### config.mk
export PLATFORM = sky130hd
export DESIGN_NAME = ddr3_read_arbiter
export DESIGN_NICKNAME = d
export VERILOG_FILES = /design/src/rtl/ddr3_pkg.sv /design/src/rtl/rr_select.sv /design/src/rtl/ddr3_read_arbiter.sv
export SDC_FILE = /design/constraint.sdc
export NUM_CORES = 1
export LEC_CHECK = 0
export CAP_MARGIN = 20
export CORE_MARGIN = 5
export CORE_UTILIZATION = 46
export CTS_CLUSTER_SIZE = 28
export DETAILED_ROUTE_END_ITERATION = 16
export GPL_TIMING_DRIVEN = 0
export PLACE_DENSITY = 0.81
export SLEW_MARGIN = 20
export SYNTH_ARGS = -nofsm -noshare
export SYNTH_HDL_FRONTEND = slang
export SYNTH_HIERARCHICAL = 1
export SYNTH_SLANG_ARGS = --single-unit
### constraint.sdc
create_clock -name clk -period 2.9 [get_ports clk]
set_input_delay 0.58 -clock clk [delete_from_list [all_inputs] [get_ports clk]]
set_output_delay 0.58 -clock clk [all_outputs]
set_load 0.05 [all_outputs]
### src/rtl/ddr3_pkg.sv
// Shared types and constants for the DDR3 app-interface arbiters.
package ddr3_pkg;

  typedef enum logic [2:0] {
    StIdle,
    StIssue,
    StWaitBeat0,
    StWaitBeat1,
    StDeliver
  } arb_state_t;

  localparam logic [2:0]  RAM_CMD_READ = 3'b001;
  localparam logic [2:0]  RAM_CMD_NOP  = 3'b000;
  localparam int unsigned RAM_ADDR_W   = 27;
  localparam int unsigned BURST_W      = 128;
  localparam int unsigned BEAT_W       = 64;
  localparam logic [26:0] ALIGN_MASK   = 27'h7FFFFF8;

endpackage

### src/rtl/rr_select.sv
// Combinational round-robin picker: first set req bit searching upward
// (with wrap) from last_gnt+1.
module rr_select #(
  parameter int unsigned NUM_REQ = 4
) (
  input  logic [NUM_REQ-1:0]         req,
  input  logic [$clog2(NUM_REQ)-1:0] last_gnt,
  output logic                       any,
  output logic [$clog2(NUM_REQ)-1:0] idx
);

  localparam int unsigned IdxW = $clog2(NUM_REQ);

  always_comb begin
    int unsigned j;
    any = 1'b0;
    idx = '0;
    j   = 0;
    // Scan from farthest to nearest so the nearest requester is written last.
    for (int unsigned k = NUM_REQ; k >= 1; k--) begin
      j = (32'(last_gnt) + k) % NUM_REQ;
      if (req[j]) begin
        any = 1'b1;
        idx = IdxW'(j);
      end
    end
  end

endmodule

### src/rtl/ddr3_read_arbiter.sv
// Round-robin read arbiter sharing one DDR3 app interface among NUM_REQ clients;
// issues one 128-bit burst at a time and routes the reassembled data back.
module ddr3_read_arbiter
  import ddr3_pkg::*;
#(
  parameter int unsigned NUM_REQ = 4,
  parameter int unsigned TIMEOUT = 1024
) (
  input  logic                          clk,
  input  logic                          reset,
  input  logic [NUM_REQ-1:0]            req,
  input  logic [NUM_REQ*RAM_ADDR_W-1:0] req_addr,
  output logic [NUM_REQ-1:0]            gnt,
  output logic [NUM_REQ-1:0]            rsp_valid,
  output logic [BURST_W-1:0]            rsp_data,
  output logic                          err,
  output logic [RAM_ADDR_W-1:0]         ram_address,
  output logic [2:0]                    ram_cmd,
  output logic                          ram_en,
  input  logic                          ram_rdy,
  input  logic                          ram_rd_valid,
  input  logic                          ram_rd_data_end,
  input  logic [BEAT_W-1:0]             ram_rd_data
);

  localparam int unsigned IdxW = $clog2(NUM_REQ);
  localparam int unsigned CntW = $clog2(TIMEOUT);
  localparam logic [CntW-1:0] CntMax = CntW'(TIMEOUT - 1);

  arb_state_t            state_q, state_d;
  logic [IdxW-1:0]       last_gnt_q, last_gnt_d;
  logic [IdxW-1:0]       cur_idx_q, cur_idx_d;
  logic [RAM_ADDR_W-1:0] cur_addr_q, cur_addr_d;
  logic [CntW-1:0]       cnt_q, cnt_d;
  logic [BEAT_W-1:0]     buf_lo_q, buf_lo_d;
  logic [BURST_W-1:0]    rsp_data_q, rsp_data_d;

  logic                  sel_any;
  logic [IdxW-1:0]       sel_idx;
  logic [RAM_ADDR_W-1:0] sel_addr;
  logic                  timeout_hit;
  logic                  beat_last;

  rr_select #(
    .NUM_REQ (NUM_REQ)
  ) u_rr_select (
    .req      (req),
    .last_gnt (last_gnt_q),
    .any      (sel_any),
    .idx      (sel_idx)
  );

  always_comb begin
    sel_addr = '0;
    for (int unsigned i = 0; i < NUM_REQ; i++) begin
      if (sel_idx == IdxW'(i)) sel_addr = req_addr[i*RAM_ADDR_W +: RAM_ADDR_W];
    end
  end

  assign timeout_hit = (cnt_q == CntMax);
  assign beat_last   = ram_rd_valid && ram_rd_data_end;

  always_ff @(posedge clk) begin
    if (!reset) begin
      state_q    <= StIdle;
      last_gnt_q <= IdxW'(NUM_REQ - 1);
      cur_idx_q  <= '0;
      cur_addr_q <= '0;
      cnt_q      <= '0;
      buf_lo_q   <= '0;
      rsp_data_q <= '0;
    end else begin
      state_q    <= state_d;
      last_gnt_q <= last_gnt_d;
      cur_idx_q  <= cur_idx_d;
      cur_addr_q <= cur_addr_d;
      cnt_q      <= cnt_d;
      buf_lo_q   <= buf_lo_d;
      rsp_data_q <= rsp_data_d;
    end
  end

  always_comb begin
    state_d    = state_q;
    last_gnt_d = last_gnt_q;
    cur_idx_d  = cur_idx_q;
    cur_addr_d = cur_addr_q;
    cnt_d      = cnt_q;
    buf_lo_d   = buf_lo_q;
    rsp_data_d = rsp_data_q;
    unique case (state_q)
      StIdle: begin
        if (sel_any) begin
          cur_idx_d  = sel_idx;
          cur_addr_d = sel_addr & ALIGN_MASK;
          state_d    = StIssue;
        end
      end
      StIssue: begin
        if (ram_rdy) begin
          last_gnt_d = cur_idx_q;
          cnt_d      = '0;
          state_d    = StWaitBeat0;
        end
      end
      StWaitBeat0: begin
        if (ram_rd_valid) begin
          if (ram_rd_data_end) begin
            state_d = StIdle;
          end else begin
            buf_lo_d = ram_rd_data;
            state_d  = StWaitBeat1;
          end
        end else if (timeout_hit) begin
          state_d = StIdle;
        end
        // Saturate so a first beat landing on the last cycle cannot wrap the window.
        if (!timeout_hit) cnt_d = cnt_q + 1'b1;
      end
      StWaitBeat1: begin
        if (beat_last) begin
          rsp_data_d = {ram_rd_data, buf_lo_q};
          state_d    = StDeliver;
        end else begin
          if (ram_rd_valid) buf_lo_d = ram_rd_data;
          if (timeout_hit) state_d = StIdle;
        end
        if (!timeout_hit) cnt_d = cnt_q + 1'b1;
      end
      StDeliver: state_d = StIdle;
      default:   state_d = StIdle;
    endcase
  end

  // Outputs are forced low while reset is held, even before the clearing edge.
  always_comb begin
    gnt         = '0;
    rsp_valid   = '0;
    err         = 1'b0;
    ram_en      = 1'b0;
    ram_cmd     = RAM_CMD_NOP;
    ram_address = '0;
    rsp_data    = reset ? rsp_data_q : '0;
    if (reset) begin
      unique case (state_q)
        StIssue: begin
          ram_en      = 1'b1;
          ram_cmd     = RAM_CMD_READ;
          ram_address = cur_addr_q;
          if (ram_rdy) gnt[cur_idx_q] = 1'b1;
        end
        StWaitBeat0: err = beat_last || (!ram_rd_valid && timeout_hit);
        StWaitBeat1: err = !beat_last && timeout_hit;
        StDeliver:   rsp_valid[cur_idx_q] = 1'b1;
        default: ;
      endcase
    end
  end

endmodule

==> results.md <==
- Worst slew pin tran: 0.756 ns
- Count of unique library cells instantiated by Yosys: between 40 and 50
- Core ar.: 0.0216 sq mm
- Gr usage total: 25.7%
- Post-Synthesis Cells: around 1300
- Worst Path Buf+Inv: 4
- Critical path depth: 6
- Hold WS: around 0.44 ns
- Clock sinks: 233
- Rel. slew slack: approximately 50%
- Grt ovf: 0
- Setup crit start kind: primary input
- Hold Path Depth: 2
- Worst Hold Class: register to register
- Post-synth EDFFs: 0
- Routed vias/inst: 5.03
- Critical path's top delay family: buffers and inverters
- Max Clk Rate: around 0.35 GHz
- Pleak: 5.58 nW
- Port buffer count: 330
- Fin crit share: 98.2%
- Post-Syn Area per Cell: 7.81 sq um
- Standard-cell row count: 54
- Dpl hpwl: 25.9 mm
- Placer Congestion: 0.909
- Cell count of the worst reg-to-reg path: 8
- H-tree levels: 1
- Primary FF master, synth: dfxtp_1
- Routed via count: just under 10000
- Async SR Flop Fraction: 0%
- Clk_skew: around 0.022 ns
- Critical R2R Capture: cur_addr_q[8]
- CTS tree: built
- CP max stage delay: 0.55 ns
- Setup slack, reg-to-reg: 0.59 ns
- First-pass iteration count of the detailed router: 5
- Max_cap viols: 0
- WHS Endpoint: rsp_data_q[58]
- CP max FO: 10
- Drt total wl: 33.3 mm
- Clk root buf: clkbuf_16
- Initial antenna violation count: 5
- PnR Total Power: between 7 and 8 mW
- Die ar.: 0.0248 sq mm
- Die height: 158 microns
- Initial core utilization: 46.4%
- Core Util, Final: 67.2%
- Drt wl/cell: 17.1 microns
- Bufs on Longest Clock Path: 3
- Worst EP arrival: 2.27 ns
- Power density over cell area: 534 mW/mm^2
- Sequential-to-total area share from yosys stat: 46.5%
- Finish-stage setup viols: 0
- Final ANT Viol Nets: 0
- Status: complete, no violations
- Top-Level Pins: about 350
- First-pass GRT wire length: 50.4 mm
- Worst-Skew Late Latency: between 0.5 and 0.6 ns
- #FFs+latches synth: ~230
- Layout cells sized above 1: 10.6%
- Final Hold Vio Count: 0
- Worst EP required: 2.32 ns
- Reg2reg start: last_gnt_q[1]
- Clock transition at path regs: ~0.060 ns
- Yosys Warn Count: 6
- Die span in x: approximately 160 microns
- Largest net degree at the start of global routing: 15
- Slew Viols, Final: 0
- Total CTS buffers: 25
- Hold Startpoint: buf_lo_q[58]
- # hold bufs at CTS: 0
- Final nets: between 1500 and 2000
- Crit-path cells: clkbuf_4 > inv_2 > nor4_4 > buf_4 > and2_1 > dlygate4sd2_1
- Slowest CP cell: dlygate4sd2_1
- Critical Path Sink Type: output port
- Residual DRC count: 0
- Peak VDD IR: 374 uV
- Vias in the first global route: about 9600
- Post-route minimum period: 2.85 ns
- Area Growth Syn to Fin: 44.9%
- Worst setup path category: primary input to output port
- Iter 0 DRT Violations: 532
- Synth Cell Area: 0.0100 sq mm
[report_power, final]
group          internal, mW  switching (mW)
clock                  2.03            1.31
sequential             3.30          0.0610
combinational         0.477           0.572
[worst min-delay path: cells and delay by family, from the launching register on]
kind,cells,cell delay (ns)
AOI/OAI and AO/OA,1,0.05
DFF,1,0.31
and+or+nand+nor,1,0.05
[how the worst max path moves through the flow]
stage / start / end / slack (ns)
after floorplan: reset / err / 0.08
after global placement: reset / ram_address[20] / -1.34
after detailed placement: reset / ram_address[20] / -1.43
after CTS: reset / rsp_data[68] / 0.002
after global routing: reset / ram_address[5] / -0.01
final: reset / ram_address[5] / 0.05
[stage by stage]
| stage | area [sq um] | cells | setup TNS (ns) | worst slack, ns |
|---|---|---|---|---|
| 2_1_floorplan | 10100 | 1287 | 0 | 0.0779 |
| 3_3_place_gp | 13700 | 1897 | -131.56 | -1.34 |
| 3_5_place_dp | 13700 | 1897 | -145.40 | -1.43 |
| 4_1_cts | 14500 | 1944 | 0 | 0.00207 |
| 5_1_grt | 14500 | 1948 | -0.0225 | -0.0114 |
| 6_report | 14500 | 1948 | 0 | 0.0518 |
[flip-flops by register name, indices dropped and copies added, names as in the netlist]
| name | count |
|---|---|
| rsp_data_q | 128 |
| state_q | 3 |
| last_gnt_q | 2 |
| cnt_q | 10 |
| cur_addr_q | 24 |
| buf_lo_q | 64 |
| cur_idx_q | 2 |
[timing repair]
action	in CTS	in global routing
buffers inserted	1	0
hold endpoints to repair	0	0
gates resized for setup	202	37
pin swaps	1	0
endpoints found under the setup margin	163	32
[cells by family after synthesis]
family / count (synthesis) / synth area share (%)
flip-flops: 233 / 46.5
multiplexers: 26 / 5.59
adder cells (fa/ha/maj): 1 / 0.125
buffers and inverters: 111 / 4.99
XOR/XNOR: 1 / 0.0874
AO/OA/AOI/OAI: 247 / 12.8
other: 1 / 0.0374
AND/OR/NAND/NOR: 663 / 29.9
[cells in the final DEF (no fill, tap or decap), types with 6 or more instances in the layout]
master           instances
clkbuf_16               25
buf_2                   60
clkdlybuf4s15_1         16
a21oi_1                230
clkbuf_2                 9
o21ai_0                  6
dlymetal6s2s_1           8
dfxtp_1                233
clkdlybuf4s50_1        220
mux4_2                  24
clkdlybuf4s15_2         21
and2_1                 152
inv_1                    7
dlygate4sd2_1           47
nand2b_1                 9
nand3_1                  9
nor2_1                  12
clkbuf_1                46
nor3_1                   6
nand2_1                452
buf_4                    7
[synthesized netlist by cell type (4+ instances only)]
master	instances	area share (%)
a21oi_1	230	11
nand3_1	9	0.45
nor3_1	8	0.40
nand2_1	452	17
buf_2	48	2.4
dfxtp_1	233	47
clkbuf_1	47	1.8
buf_4	6	0.45
nand2b_1	9	0.56
and2_1	152	9.5
inv_1	7	0.26
nor2_1	12	0.45
or3_1	4	0.25
mux4_2	24	5.4
o21ai_0	6	0.30
[layer usage]
metal | vias to the layer above | track usage, % | part of all wire [%]
li1 | 4889 | - | -
met1 | 4479 | 28.8 | 37
met2 | 349 | 46.5 | 51
met3 | 79 | 5.49 | 7.3
met4 | 2 | 12.1 | 4.7
met5 | - | 0 | 0.057
[layout make-up]
type / count / area (sq um)
flip-flops and latches: 233 / 4660
repair buffers: 331 / 3210
well taps: 280 / 350
inverters: 9 / 33.8
clock buffers: 32 / 682
fillers: 1820 / 7090
diodes: 4 / 10.0
plain buffers: 102 / 478
multi-input cells: 943 / 4910
clock inverters: 14 / 188
(Power assumes the default switching activity.)
